<file path="src/rtl/pipe_pkg.sv">
`default_nettype none
// ============================================================================
// Module   : pipe_pkg
// Purpose  : Shared types and helpers for the pipeline hazard controller.
//            - tag_t      : per-stage producer tag {valid, rd, regwrite,
//                           is_load, setflag}
//            - ZERO_REG_DEFAULT : index of the hard-wired zero register (XZR)
//            - fw_width() : width of the forwarding-select outputs
// Revision : 1.0 - initial release
// ============================================================================
package pipe_pkg;

  localparam int ZERO_REG_DEFAULT = 31;

  // Tag destination field is sized for the widest supported register file.
  // Narrower ADDR_W values are zero-extended into it, so ADDR_W must not
  // exceed TAG_ADDR_W.
  localparam int TAG_ADDR_W = 8;

  typedef struct packed {
    logic                  valid;
    logic [TAG_ADDR_W-1:0] rd;
    logic                  regwrite;
    logic                  is_load;
    logic                  setflag;
  } tag_t;

  // Select values run 0..NSTAGE-2, hence NSTAGE-1 distinct codes.
  function automatic int fw_width(input int nstage);
    return $clog2(nstage - 1);
  endfunction

endpackage
`default_nettype wire

</file>
<file path="src/rtl/pipe_tag_reg.sv">
`default_nettype none
// ============================================================================
// Module   : pipe_tag_reg
// Purpose  : One pipeline-stage producer tag register with bubble insertion.
// Ports    : clk    - rising-edge clock
//            reset  - asynchronous active-high reset (clears the tag)
//            bubble - load the tag with valid forced low
//            d      - incoming tag from the previous stage
//            q      - registered tag for this stage
// Revision : 1.0 - initial release
// ============================================================================
module pipe_tag_reg
  import pipe_pkg::*;
(
  input  logic clk,
  input  logic reset,
  input  logic bubble,
  input  tag_t d,
  output tag_t q
);

  always_ff @(posedge clk or posedge reset) begin
    if (reset) begin
      q <= '0;
    end else begin
      q       <= d;
      q.valid <= d.valid & ~bubble;
    end
  end

endmodule
`default_nettype wire

</file>
<file path="src/rtl/pipe_hazard_ctrl.sv">
`default_nettype none
// ============================================================================
// Module   : pipe_hazard_ctrl
// Purpose  : Hazard detection and forwarding control for an in-order
//            NSTAGE-deep pipeline. Tracks producer tags for stages EX..WB,
//            raises stall on load-use and flag hazards, flush on a taken
//            branch, and registers forwarding selects for the instruction
//            entering EX.
// Ports    : clk, reset                  - clock, async active-high reset
//            id_valid                    - valid instruction in ID
//            id_rn, id_rb, id_use_rn/rb  - ID sources and their use flags
//            id_rd, id_regwrite, id_is_load, id_setflag, id_use_flags
//                                        - ID destination and control
//            ex_br_taken                 - branch resolved taken in EX
//            stall, flush                - combinational hazard outputs
//            fwd_a_sel, fwd_b_sel        - registered forwarding selects
//                                          (0 = regfile, k = tag stage k+1)
//            stall_cnt, flush_cnt        - saturating event counters
// Revision : 1.0 - initial release
// ============================================================================
module pipe_hazard_ctrl
  import pipe_pkg::*;
#(
  parameter int NSTAGE   = 5,
  parameter int ADDR_W   = 5,
  parameter int ZERO_REG = ZERO_REG_DEFAULT,
  localparam int FW      = fw_width(NSTAGE)
) (
  input  logic              clk,
  input  logic              reset,
  input  logic              id_valid,
  input  logic [ADDR_W-1:0] id_rn,
  input  logic [ADDR_W-1:0] id_rb,
  input  logic              id_use_rn,
  input  logic              id_use_rb,
  input  logic [ADDR_W-1:0] id_rd,
  input  logic              id_regwrite,
  input  logic              id_is_load,
  input  logic              id_setflag,
  input  logic              id_use_flags,
  input  logic              ex_br_taken,
  output logic              stall,
  output logic              flush,
  output logic [FW-1:0]     fwd_a_sel,
  output logic [FW-1:0]     fwd_b_sel,
  output logic [15:0]       stall_cnt,
  output logic [15:0]       flush_cnt
);

  localparam int NTAG = NSTAGE - 2;

  tag_t    tag_q   [1:NTAG];
  tag_t    tag_d   [1:NTAG];
  logic    tag_bub [1:NTAG];
  tag_t    id_tag;
  logic    load_use;
  logic    flag_haz;
  logic [FW-1:0] sel_a_nxt;
  logic [FW-1:0] sel_b_nxt;
  logic    unused_tag_flags;

  function automatic logic src_match(input logic              use_src,
                                     input logic [ADDR_W-1:0] src,
                                     input tag_t              t);
    return use_src && t.valid && t.regwrite &&
           (t.rd == TAG_ADDR_W'(src)) &&
           (t.rd != TAG_ADDR_W'(ZERO_REG));
  endfunction

  always_comb begin
    id_tag          = '0;
    id_tag.valid    = id_valid;
    id_tag.rd       = TAG_ADDR_W'(id_rd);
    id_tag.regwrite = id_regwrite;
    id_tag.is_load  = id_is_load;
    id_tag.setflag  = id_setflag;
  end

  // Only T[1] (EX) can create a stall: anything older is forwardable.
  assign load_use = id_valid && tag_q[1].is_load &&
                    (src_match(id_use_rn, id_rn, tag_q[1]) ||
                     src_match(id_use_rb, id_rb, tag_q[1]));
  assign flag_haz = id_valid && id_use_flags && tag_q[1].valid && tag_q[1].setflag;

  // Flush wins: the ID instruction is being discarded anyway.
  assign flush = ex_br_taken;
  assign stall = (load_use | flag_haz) & ~flush;

  // Scan oldest to youngest so the youngest matching producer wins.
  always_comb begin
    sel_a_nxt = '0;
    sel_b_nxt = '0;
    for (int k = NTAG; k >= 1; k--) begin
      if (src_match(id_use_rn, id_rn, tag_q[k])) sel_a_nxt = FW'(k);
      if (src_match(id_use_rb, id_rb, tag_q[k])) sel_b_nxt = FW'(k);
    end
    if (!id_valid) begin
      sel_a_nxt = '0;
      sel_b_nxt = '0;
    end
  end

  // Load/flag attributes only matter in EX; older stages carry them along.
  always_comb begin
    unused_tag_flags = 1'b0;
    for (int k = 2; k <= NTAG; k++) begin
      unused_tag_flags = unused_tag_flags ^ tag_q[k].is_load ^ tag_q[k].setflag;
    end
  end

  for (genvar k = 1; k <= NTAG; k++) begin : g_tag
    if (k == 1) begin : g_head
      assign tag_d[k]   = id_tag;
      assign tag_bub[k] = stall | flush;
    end else begin : g_body
      assign tag_d[k]   = tag_q[k-1];
      assign tag_bub[k] = 1'b0;
    end

    pipe_tag_reg u_tag (
      .clk    (clk),
      .reset  (reset),
      .bubble (tag_bub[k]),
      .d      (tag_d[k]),
      .q      (tag_q[k])
    );
  end

  always_ff @(posedge clk or posedge reset) begin
    if (reset) begin
      fwd_a_sel <= '0;
      fwd_b_sel <= '0;
      stall_cnt <= '0;
      flush_cnt <= '0;
    end else begin
      // A stalled or flushed ID slot becomes a bubble in EX.
      if (stall || flush) begin
        fwd_a_sel <= '0;
        fwd_b_sel <= '0;
      end else begin
        fwd_a_sel <= sel_a_nxt;
        fwd_b_sel <= sel_b_nxt;
      end
      if (stall && (stall_cnt != 16'hFFFF)) stall_cnt <= stall_cnt + 16'd1;
      if (flush && (flush_cnt != 16'hFFFF)) flush_cnt <= flush_cnt + 16'd1;
    end
  end

endmodule
`default_nettype wire
</file>
<file path="config.mk">
export PLATFORM = sky130hd
export DESIGN_NAME = pipe_hazard_ctrl
export DESIGN_NICKNAME = d
export VERILOG_FILES = /design/src/rtl/pipe_pkg.sv /design/src/rtl/pipe_tag_reg.sv /design/src/rtl/pipe_hazard_ctrl.sv
export SDC_FILE = /design/constraint.sdc
export NUM_CORES = 1
export LEC_CHECK = 0
export ABC_AREA = 0
export CORE_AREA = 2 2 76 78
export CTS_BUF_LIST = sky130_fd_sc_hd__clkbuf_4
export CTS_CLUSTER_SIZE = 16
export DETAILED_ROUTE_END_ITERATION = 8
export DIE_AREA = 0 0 78 80
export PLACE_DENSITY = 0.79
export RECOVER_POWER = 25
export SYNTH_ARGS = -nofsm -noshare
export SYNTH_HDL_FRONTEND = slang
export SYNTH_SLANG_ARGS = --single-unit
</file>
<file path="constraint.sdc">
create_clock -name clk -period 2.52 [get_ports clk]
set_input_delay 0.504 -clock clk [delete_from_list [all_inputs] [get_ports clk]]
set_output_delay 0.504 -clock clk [all_outputs]
set_load 0.02 [all_outputs]
</file>
==> results.md, run 1 <==
* Top Ports at 63
* Die width at 78 um
* Final Setup Violations at 1
* Netlist Area Pre-Place at 2646 um2
* Worst-case clock skew at 0.01305 ns
* Hold Path Class: reg -> reg
* Max Slew Vio Count at 0
* Synth top cells by count: dfrtp_1 (59), xor2_1 (33), xnor2_1 (27)
* Yosys warning total at 0
* Register area share after synthesis at 55.79%
* Critical Path Source Type: input port
* Gr ovfl total at 0
* CTS tree: done
* Syn Inst Count at 229
* Hold_sp: g_tag[2].u_tag.q[2]$_DFF_PP0_
* Fin crit share at 100.5%
* Status: finished, violations left
* Vias/cell at 5.005
* Die Y at 80 um
* Final HPWL DP at 4322 um
* Max H-tree Level at 3
* Dominant synthesized flop cell: dfrtp_1
* DP Worst Slack at -0.7628 ns
* R2r startpoint: g_tag[1].u_tag.q[4]$_DFF_PP0_
* TritonCTS Buffers at 9
* Top Usage Layer GRT: met2
* Clock root cell: clkbuf_4
* DRC Markers at 0
* Top-area cell type share of the netlist area at 55.79%
* Count leader, synth: dfrtp_1
* # port buffers at 62
* Antenna cells at 0
* Final hold vios at 0
* GRT Total Usage at 19.89%
* CTS Buffer Depth at 2
* M2 GR Usage at 32.41%
* DRT iter0 DRCs at 88
* Synthesized flop and latch total at 59
* GPL Wtd Cong at 0.9231
* Peak VDD IR at 568.4 uV
* Async SR Flop Fraction at 100.0%
* Worst slew margin at 49.94%
* Ranking of synthesized cells by area: dfrtp_1 (56%), xor2_1 (11%), xnor2_1 (8.9%)
* Critical Path RT at 2.02 ns
* Number of global-route vias before repair at 2039
* Yosys top cell by area: dfrtp_1
* Routing usage on met1 at 25.74%
* Crit Path Max Fanout at 2
* Mean Syn Cell Area at 11.56 um2
* CP Data Arrival Time at 2.03 ns
* Synthesized Nets at 256
* Worst R2R Setup Slack at 0.27 ns
* LEAKAGE at 1.670 nW
* Critical path endpoint category: primary output
* Skew-Pair Late Insertion Delay at 0.37 ns
* DRT Pass-1 Iters at 4
* Area Growth Syn to Fin at 40.14%
* Max Cap Violations at 0
* Post-route ant nets at 0
* F_max at 395.0 MHz
* Min Tclk post-route at 2.532 ns
* Layout cells sized above 1 at 14.88%
* Least-Margin Pin Slew at 0.7501 ns
* Initial Utilization at 48.96%
* RSZ-0062 raised after global routing: yes
* Largest net degree at the start of global routing at 43
* Setup crit start: id_rn[0]
* Total Die Area at 6240 um2
* Fin Setup TNS at -0.01154 ns
* WHS at 0.3811 ns
* CTS clk-pin slew, worst paths at 0.09 ns
* Hold-fix buffers, CTS at 0
* Num rows at 27
* GR Util met3 at 4.751%
* Vias at 2042
* WS Path Type: in -> out
* Failing checks: negative setup slack
* WL final at 5669 um
* EDFF count, synth at 0
* Final #Nets at 359
* Core Box Area at 5405 um2
* First-pass GRT wire length at 9570 um
* PD cells at 608.9 nW/um2
* Final worst slack at -0.01154 ns
* CTS sink cnt at 59
* Netlist cell types at 29
* Wirelength per Cell at 13.89 um
* Initial antenna violation count at 0
[state kept, by name, indices dropped and copies added, names as in the netlist]
signal         count
stall_cnt         16
fwd_b_sel          2
g_tag.u_tag.q     23
fwd_a_sel          2
flush_cnt         16
[final cells by class]
class	instances	area (um2)
Clock inverter	4	42.54
Tap cell	72	90.09
Fill cell	420	1697
Clock buffer	11	82.58
Sequential cell	59	1476
Inverter	5	18.77
Timing Repair Buffer	93	850.8
Multi-Input combinational cell	164	1147
[layout by cell type (no fill, tap or decap), types with 5 or more instances in the layout]
master / count
and3_1: 11
buf_4: 27
clkbuf_4: 12
clkdlybuf4s50_1: 45
dfrtp_1: 59
dlygate4sd2_1: 7
dlygate4sd3_1: 9
inv_1: 5
nand2_1: 15
nand3_1: 12
nand4_1: 12
nor2_1: 11
nor3_1: 5
nor4_1: 6
xnor2_1: 27
xor2_1: 33
[through the flow]
step / cells / cell area [um2] / util (%) / total power (W)
6_report: 408 / 3709 / 68.61 / 0.002258
5_1_grt: 408 / 3709 / 68.61 / 0.002389
4_1_cts: 407 / 3705 / 68.54 / 0.002295
3_5_place_dp: 388 / 3557 / 65.81 / 0.001663
3_3_place_gp: 388 / 3557 / 65.81 / 0.001647
2_1_floorplan: 229 / 2646 / - / 0.001391
[logic make-up (layout without fill, tap and decap cells)]
family / count (synthesis) / count (layout) / synth area share, %
xor gates and xnor gates: 60 / 60 / 19.86
DFF: 59 / 59 / 55.79
muxes: 2 / 2 / 0.8510
buffers and inverters: 6 / 113 / 0.9931
AOI/OAI and AO/OA: 11 / 11 / 2.837
adders and majority gates: 2 / 2 / 0.9455
and+or+nand+nor: 89 / 89 / 18.72
[path summary, 6_finish.rpt]
check | to | cells past startpoint
worst min-delay path | g_tag[3].u_tag.q[2]$_DFF_PP0_ | 0
worst max register to register | stall_cnt[3]$_DFFE_PP0P_ | 10
max in group asynchronous | flush_cnt[6]$_DFFE_PP0P_ | 3
worst max-delay path | stall | 7
min in group asynchronous | flush_cnt[1]$_DFFE_PP0P_ | 2
worst min register to register | g_tag[3].u_tag.q[2]$_DFF_PP0_ | 0
[per-layer routing]
metal / wire length [um] / part of all wire, %
met1: 2602 / 46
met2: 2770 / 49
met3: 227 / 4.0
met4: 68 / 1.2
met5: 0 / 0
[report_power, final]
part,internal (W),switching [W],leakage [nW]
combinational,0.000255,0.000227,0.837
clock,0.000313,0.000309,0.0718
sequential,0.00103,0.000121,0.761
[critical path, cell delays in order]
cell,delay [ns]
clkdlybuf4s50_1,0.44
xor2_1,0.17
nor4_1,0.14
and3_1,0.24
o2111ai_2,0.16
a21oi_2,0.24
buf_6,0.15
[what timing repair did]
item,4_1_cts,5_1_grt
setup buffers,4,1
setup endpoints to repair,1,1
pin swaps,7,4
cloned,0,0
resized for setup,13,1
Power figures use the tool's default switching activity.
==> run 2: changes to the inputs <==
CORE_AREA = 5 5 79 81   (was 2 2 76 78)
DIE_AREA = 0 0 84 86   (was 0 0 78 80)
PLACE_DENSITY = 0.84   (was 0.79)
==> results.md, run 2 (synthesized netlist as in run 1, its figures left out) <==
* Commonest cells after routing, fill and taps aside: dfrtp_1 (59), clkdlybuf4s50_1 (46), xor2_1 (33) (was dfrtp_1 (59), clkdlybuf4s50_1 (45), xor2_1 (33))
* Vias/cell at 4.971 (was 5.005)
* Max Cap Violations at 0 (unchanged)
* Fin util at 68.36% (was 68.61%)
* Final worst slack at -0.08449 ns (was -0.01154 ns)
* Initial Utilization at 48.96% (unchanged)
* Most common cell after layout, fill and taps aside: dfrtp_1 (unchanged)
* CP Data Arrival Time at 2.10 ns (was 2.03 ns)
* Number of flip-flops in the largest register at 23 (unchanged)
* Largest Register: g_tag.u_tag.q (unchanged)
* CTS tree: done (unchanged)
* LEAKAGE at 1.659 nW (was 1.670 nW)
* Crit Path Max Fanout at 2 (unchanged)
* Top Ports at 63 (unchanged)
* Fin cells at 409 (was 408)
* Wirelength per Cell at 14.57 um (was 13.89 um)
* GRT Total Usage at 18.15% (was 19.89%)
* DRT iter0 DRCs at 148 (was 88)
* R2r startpoint: g_tag[1].u_tag.q[3]$_DFF_PP0_ (was g_tag[1].u_tag.q[4]$_DFF_PP0_)
* PD cells at 613.7 nW/um2 (was 608.9 nW/um2)
* Critical Path Source Type: input port (unchanged)
* Peak VDD IR at 661.6 uV (was 568.4 uV)
* CTS Buffer Depth at 2 (unchanged)
* Critical path endpoint category: primary output (unchanged)
* Fin crit share at 103.4% (was 100.5%)
* Die width at 84 um (was 78 um)
* F_max at 384.0 MHz (was 395.0 MHz)
* Post-route ant nets at 0 (unchanged)
* First-pass GRT wire length at 10290 um (was 9570 um)
* Core Box Area at 5405 um2 (unchanged)
* Final #Nets at 358 (was 359)
* Fin Setup TNS at -0.08449 ns (was -0.01154 ns)
* Die Y at 86 um (was 80 um)
* Max H-tree Level at 3 (unchanged)
* CTS sink cnt at 59 (unchanged)
* Status: finished, violations left (unchanged)
* Layout cells sized above 1 at 14.58% (was 14.88%)
* Critical Path RT at 2.02 ns (about the same)
* Skew-Pair Late Insertion Delay at 0.39 ns (was 0.37 ns)
* Clock root cell: clkbuf_4 (unchanged)
* CTS clk-pin slew, worst paths at 0.09 ns (about the same)
* Max Slew Vio Count at 0 (unchanged)
* Setup crit start: id_rn[4] (was id_rn[0])
* Largest net degree at the start of global routing at 60 (was 43)
* Hold Path Class: reg -> reg (unchanged)
* Initial antenna violation count at 1 (was 0)
* Total Die Area at 7224 um2 (was 6240 um2)
* Biggest regs: g_tag.u_tag.q: 23 flops, flush_cnt: 16 flops, stall_cnt: 16 flops (unchanged)
* Failing checks: negative setup slack (unchanged)
* Worst-case clock skew at 0.009743 ns (was 0.01305 ns)
* Final Setup Violations at 1 (unchanged)
* # port buffers at 62 (unchanged)
* Least-Margin Pin Slew at 1.384 ns (was 0.7501 ns)
* Fillers at 426 (was 420)
* Hold_sp: g_tag[2].u_tag.q[11]$_DFF_PP0_ (was g_tag[2].u_tag.q[2]$_DFF_PP0_)
* Total power at 0.002268 W (was 0.002258 W)
* WS Path Type: in -> out (unchanged)
* Placed cell count at 389 (was 388)
* Area Growth Syn to Fin at 39.62% (was 40.14%)
* Multi-input logic area at 1147 um2 (unchanged)
* GPL Wtd Cong at 0.8395 (was 0.9231)
* Worst slew margin at 7.701% (was 49.94%)
* Final HPWL DP at 4391 um (was 4322 um)
* Number of global-route vias before repair at 2226 (was 2039)
* Gr ovfl total at 0 (unchanged)
* DRT Pass-1 Iters at 4 (unchanged)
* Final hold vios at 0 (unchanged)
* Min Tclk post-route at 2.604 ns (was 2.532 ns)
* Sequential cell area at 1476 um2 (unchanged)
* RSZ-0062 raised after global routing: yes (unchanged)
* Vias at 2033 (was 2042)
* TritonCTS Buffers at 9 (unchanged)
* DRC Markers at 0 (unchanged)
* WL final at 5960 um (was 5669 um)
* Num rows at 27 (unchanged)
## run 2: final timing paths
check                                                      end  cells after the start  slack [ns]
worst max-delay path                                     stall                      7       -0.08
worst min-delay path            g_tag[3].u_tag.q[11]$_DFF_PP0_                      0        0.38
worst max register to register        stall_cnt[3]$_DFFE_PP0P_                     10        0.16
worst min register to register  g_tag[3].u_tag.q[11]$_DFF_PP0_                      0        0.38
max in group asynchronous            stall_cnt[15]$_DFFE_PP0P_                      3        0.68
min in group asynchronous             stall_cnt[3]$_DFFE_PP0P_                      3        0.99
## run 2: critical path, stage by stage
cell and delay [ns]:
clkdlybuf4s50_1 0.44, xor2_1 0.18, nor4_1 0.20, and3_1 0.24
o2111ai_2 0.16, a21oi_2 0.22, buf_6 0.15
## run 2: power by group
group          internal, W  leakage, nW  switching [W]  total [W]
clock network     0.000289       0.0682       0.000341   0.000630
logic             0.000254        0.831       0.000232   0.000487
registers          0.00103        0.761       0.000117    0.00115
## run 2: metrics by stage
stage	worst slack [ns]	cell area, um2	hold slack [ns]
2_1_floorplan	0.2930	2646	0.3535
3_3_place_gp	-0.7086	3565	0.3574
3_5_place_dp	-0.7294	3565	0.3623
4_1_cts	-0.08600	3705	0.3801
5_1_grt	-0.1884	3695	0.3968
6_report	-0.08449	3695	0.3798
## run 2: area by class of cell
| type | count | share of cell area [%] |
|---|---|---|
| flip-flops and latches | 59 | 39.96 |
| multi-input cells | 164 | 31.05 |
| repair buffers | 92 | 22.55 |
| well taps | 72 | 2.438 |
| clock buffers | 9 | 1.829 |
| clock inverters | 7 | 1.592 |
| inverters | 5 | 0.5080 |
| diodes | 1 | 0.06773 |
## run 2: routing by layer
metal	up-vias	share of wire [%]	track usage, %
met3	9	5.1	6.244
met1	978	43	21.53
met2	48	50	30.22
met4	0	1.6	7.602
li1	998	-	-
met5	-	0	0
## run 2: repair_timing
action	in CTS	in global routing
gates resized for setup	12	1
setup buffers	2	1
hold buffers	0	0
endpoints found under the setup margin	1	1
pin swaps	7	4
gates cloned	0	0
==> variant 1, RTL diff (flow settings as in run 2) <==
Register the output `flush_cnt` once more, without a reset; this adds one clock of latency there. The other outputs are not delayed to match.
--- a/src/rtl/pipe_hazard_ctrl.sv
+++ b/src/rtl/pipe_hazard_ctrl.sv
@@ -48,6 +48,8 @@
 );
 
   localparam int NTAG = NSTAGE - 2;
+
+  logic [15:0] flush_cnt_s0;
 
   tag_t    tag_q   [1:NTAG];
   tag_t    tag_d   [1:NTAG];
@@ -131,7 +133,7 @@
       fwd_a_sel <= '0;
       fwd_b_sel <= '0;
       stall_cnt <= '0;
-      flush_cnt <= '0;
+      flush_cnt_s0 <= '0;
     end else begin
       // A stalled or flushed ID slot becomes a bubble in EX.
       if (stall || flush) begin
@@ -142,8 +144,12 @@
         fwd_b_sel <= sel_b_nxt;
       end
       if (stall && (stall_cnt != 16'hFFFF)) stall_cnt <= stall_cnt + 16'd1;
-      if (flush && (flush_cnt != 16'hFFFF)) flush_cnt <= flush_cnt + 16'd1;
+      if (flush && (flush_cnt_s0 != 16'hFFFF)) flush_cnt_s0 <= flush_cnt_s0 + 16'd1;
     end
+  end
+
+  always_ff @(posedge clk) begin
+    flush_cnt <= flush_cnt_s0;
   end
 
 endmodule
Check against the original RTL: not equivalent (a bounded check fails within 4 cycles, from zero or initial values and one cycle with reset high).
==> variant 1 against run 2 <==
- critical path depth unchanged
- final area rose by 14%
- combinational power decreased by 7.6%
- sequential share of layout area grew 2.8 points
- synthesized area increased by 14%
- routed wire length is 19% higher
- setup slack lost 3.4 ps
- fmax decreased by 0.13%
- hold slack worse by 1.3 ps
- the flow still finishes with violations (setup timing)
- power grew 25%
- sequential cell count is 16 higher
- core utilization grew 9.5 points
==> variant 1: results (changes against run 2) <==
most instantiated cells after synthesis 59 x sky130_fd_sc_hd__dfrtp_1, 41 x sky130_fd_sc_hd__xor2_1, 19 x sky130_fd_sc_hd__xnor2_1 (was 59 x sky130_fd_sc_hd__dfrtp_1, 33 x sky130_fd_sc_hd__xor2_1, 27 x sky130_fd_sc_hd__xnor2_1); CTS clock-pin slew for the worst setup and hold paths 130 ps (was 90 ps); Post-synth ARST share 78.7% (was 100%); Syn Inst Count 247 (was 229); portion of total power attributed to sequential cells 50.6% (was 50.8%); final setup skew 15.8 ps (was 9.74 ps); worst reg-to-reg path cell count 9 (was 10); syn_nets 274 (was 256); sequential area share after synthesis 59.5% (was 55.8%); layout net count 377 (was 358); relative slew slack 62.1% (was 7.70%); failing checks setup timing (unchanged); leading post-synthesis cells by cell area sky130_fd_sc_hd__dfrtp_1 49%, sky130_fd_sc_hd__xor2_1 12%, sky130_fd_sc_hd__dfxtp_1 11% (was sky130_fd_sc_hd__dfrtp_1 56%, sky130_fd_sc_hd__xor2_1 11%, sky130_fd_sc_hd__xnor2_1 8.9%); final RePlAce weighted congestion 0.888 (was 0.840); via count of the first global-routing pass 2334 (was 2226); final HPWL from detailed placement 5170 µm (was 4390 µm); number of filler instances in the final layout 351 (was 426); status finished, violations left (unchanged); slack of the worst reg-to-reg path 280 ps (was 160 ps); Seq. cell area 1800 µm² (was 1480 µm²); port bufs 62 (unchanged); maximum number of pins on one net before global-route repair 38 (was 60); Peak supply drop 0.000869 V (was 0.000662 V); number of instances in the placed design 407 (was 389); number of DRC markers in iteration 0 165 (was 148); Total Neg Setup Slack -87.9 ps (was -84.5 ps); Total Routed Length 7110 µm (was 5960 µm); reported leakage power 1.91 nW (was 1.66 nW); post-layout worst setup margin -87.9 ps (was -84.5 ps); worst r2r dst stall_cnt[0]$_DFFE_PP0P_ (was stall_cnt[3]$_DFFE_PP0P_); class of the tightest hold or removal check flop to flop (unchanged); share of layout cells above drive strength 1 19.7% (was 14.6%); vias per std cell 5.25 (was 4.97); reported clock group power 0.000948 W (was 0.000630 W); Int Pwr 0.00207 W (was 0.00158 W); clock latency at the later pin of the worst-skew pair 420 ps (was 390 ps); Worst Hold Launch g_tag[2].u_tag.q[11]$_DFF_PP0_ (unchanged); Reg-to-Reg Start g_tag[1].u_tag.q[7]$_DFF_PP0_ (was g_tag[1].u_tag.q[3]$_DFF_PP0_); total of endpoints with negative setup slack in the final report 1 (unchanged); wire length of the first global-routing pass 11400 µm (was 10300 µm); detail-routed net length per standard cell 16.6 µm (was 14.6 µm); CP max FO 3 (was 2); area of placed instances 3940 µm² (was 3560 µm²); total routing usage reported by global routing 20.3% (was 18.2%)
-- variant 1: changes by cell type after synthesis, sizes merged, moves of 4 or more --
cell | run 2 | this run
dfxtp | 0 | 16
nor2 | 11 | 7
xnor2 | 27 | 19
xor2 | 33 | 41
nor4 | 7 | 11
nand4 | 12 | 8
-- variant 1: metal layers --
metal	global-route usage, %	vias up	wire [µm]
met2	36.4	53	3740
li1	-	1069	-
met4	9.06	0	205
met1	22.1	1102	2840
met3	6.44	21	329
met5	0	-	0
-- variant 1: kinds of logic (layout without fill, tap and decap cells) --
group,count (synthesis),count (layout),synth area share [%]
AO/OA/AOI/OAI,14,14,3.65
XOR/XNOR,60,60,17.4
multiplexers,2,2,0.746
AND/OR/NAND/NOR,85,85,16.4
buffers and inverters,9,117,1.53
other,0,1,0
flip-flops,75,75,59.5
adder cells (fa/ha/maj),2,2,0.828
-- variant 1: what timing repair did --
action | CTS | global route
setup endpoints to repair | 9 | 1
setup buffers | 0 | 4
pin swaps | 1 | 7
gates resized for setup | 7 | 10
-- variant 1: worst max-delay path: cells and delay by family --
family          cells  cell delay [ps]
buf+inv             2              600
simple gates        2              570
xor+xnor            1              170
compound gates      2              250
-- variant 1: area by class of cell --
type	count	share of cell area, %
well taps	72	2.14
flip-flops and latches	75	42.7
inverters	6	0.535
diodes	1	0.0595
clock buffers	9	1.61
clock inverters	7	2.91
multi-input cells	163	29.0
repair buffers	95	21.0
-- variant 1: metrics by stage --
stage	total power [W]	hold slack (ps)	setup slack [ps]
after global routing	0.00297	396	-153
after detailed placement	0.00190	359	-520
after CTS	0.00284	386	-39.8
after floorplan	0.00165	354	396
final	0.00283	378	-87.9
after global placement	0.00188	358	-525
==> variant 2, RTL diff (config.mk and constraints of run 2) <==
Without the edit above. The parameter `NSTAGE` goes from 5 to 6.
--- a/src/rtl/pipe_hazard_ctrl.sv
+++ b/src/rtl/pipe_hazard_ctrl.sv
@@ -21,7 +21,7 @@
 module pipe_hazard_ctrl
   import pipe_pkg::*;
 #(
-  parameter int NSTAGE   = 5,
+  parameter int NSTAGE   = 6,
   parameter int ADDR_W   = 5,
   parameter int ZERO_REG = ZERO_REG_DEFAULT,
   localparam int FW      = fw_width(NSTAGE)
Ports: changed (resized fwd_a_sel and fwd_b_sel); port bits go from 63 to 65. The function was not compared with the original's and may differ.
==> variant 2 against run 2 <==
- final area is 11% higher
- sequential cell count is 9 higher
- setup slack better by 190 ps
- routed wire length is 16% higher
- power is 11% higher
- first-iteration DRC count is 1.4% higher
- fmax is 7.9% higher
- synthesized area is 17% higher
==> variant 2: results (changes against run 2) <==
inverter count 6 (was 5); Total Routed Length 6910 µm (was 5960 µm); worst r2r dst flush_cnt[15]$_DFFE_PP0P_ (was stall_cnt[3]$_DFFE_PP0P_); Worst Path Arrival 1910 ps (was 2100 ps); Worst Hold Launch g_tag[2].u_tag.q[2]$_DFF_PP0_ (was g_tag[2].u_tag.q[11]$_DFF_PP0_); fraction of standard cell area that is sequential 41.3% (was 40.0%); highest cell delay on the worst timing path 500 ps (was 440 ps); leading post-synthesis cells by cell area sky130_fd_sc_hd__dfrtp_1 55%, sky130_fd_sc_hd__xnor2_1 12%, sky130_fd_sc_hd__xor2_1 7.3% (was sky130_fd_sc_hd__dfrtp_1 56%, sky130_fd_sc_hd__xor2_1 11%, sky130_fd_sc_hd__xnor2_1 8.9%); worst reg-to-reg path cell count 7 (was 10); number of DRC markers in iteration 0 150 (was 148); Clock buffer cells 11 (was 9); total routing usage reported by global routing 20.4% (was 18.2%); most instantiated cells after synthesis 68 x sky130_fd_sc_hd__dfrtp_1, 41 x sky130_fd_sc_hd__xnor2_1, 26 x sky130_fd_sc_hd__xor2_1 (was 59 x sky130_fd_sc_hd__dfrtp_1, 33 x sky130_fd_sc_hd__xor2_1, 27 x sky130_fd_sc_hd__xnor2_1); wire length of the first global-routing pass 11700 µm (was 10300 µm); registers with the highest flip-flop counts g_tag.u_tag.q: 30 flops, flush_cnt: 16 flops, stall_cnt: 16 flops (was g_tag.u_tag.q: 23 flops, flush_cnt: 16 flops, stall_cnt: 16 flops); reported leakage power 1.76 nW (was 1.66 nW); multi-input gate count 195 (was 164); final RePlAce weighted congestion 0.892 (was 0.840); status finished clean (was finished, violations left); layout net count 392 (was 358); data-path buffer share of cell area in the final layout 19.6% (was 22.6%); antenna violations before repair 0 (was 1); reported net switching power 0.000731 W (was 0.000691 W); clock network power share 27.3% (was 27.8%); number of filler instances in the final layout 376 (was 426); power attributed to sequential cells 0.00130 W (was 0.00115 W); CP max FO 3 (was 2); proportion of cell area occupied by multi-input gates 33.0% (was 31.1%)
==> variant 2: cell count changes in the layout (fill, tap and decap cells not counted), sizes merged, moves of 6 or more <==
| cell | run 2 | this run |
|---|---|---|
| clkdlybuf4s50 | 46 | 54 |
| nand2 | 15 | 25 |
| dfrtp | 59 | 68 |
| xnor2 | 27 | 41 |
| buf | 27 | 21 |
| nand3 | 12 | 18 |
| xor2 | 33 | 26 |
==> variant 2: timing repair <==
action | in CTS | in global routing
endpoints found under the setup margin | 1 | 1
pin swaps | 0 | 2
gates resized for setup | 3 | 2
hold buffers | 0 | 0
==> variant 2: per-stage QoR <==
stage | total power [W] | cells | hold WS (ps) | instance area (µm²) | worst slack (ps)
floorplan | 0.00158 | 272 | 354 | 3110 | 304
global placement | 0.00184 | 426 | 356 | 3990 | -295
detailed placement | 0.00186 | 426 | 361 | 3990 | -304
CTS | 0.00254 | 442 | 390 | 4120 | 43.7
global route | 0.00265 | 442 | 408 | 4120 | 22.6
finish | 0.00252 | 442 | 390 | 4120 | 106
==> variant 2: worst max path at each step <==
stage | endpoint | cells past startpoint | start
after floorplan | flush_cnt[0]$_DFFE_PP0P_ | 1 | reset
after global placement | stall | 7 | id_rb[2]
after detailed placement | stall | 7 | id_rb[2]
after CTS | stall | 7 | id_rb[2]
after global routing | stall | 7 | id_rb[2]
final | stall | 7 | id_rb[4]
==> variant 2: per-layer routing <==
layer / vias up / part of all wire, % / global-route usage, %
met5: - / 0 / 0
met4: 0 / 2.0 / 8.04
met3: 15 / 4.3 / 3.94
met2: 65 / 49 / 34.2
met1: 1108 / 44 / 26.3
li1: 1129 / - / -
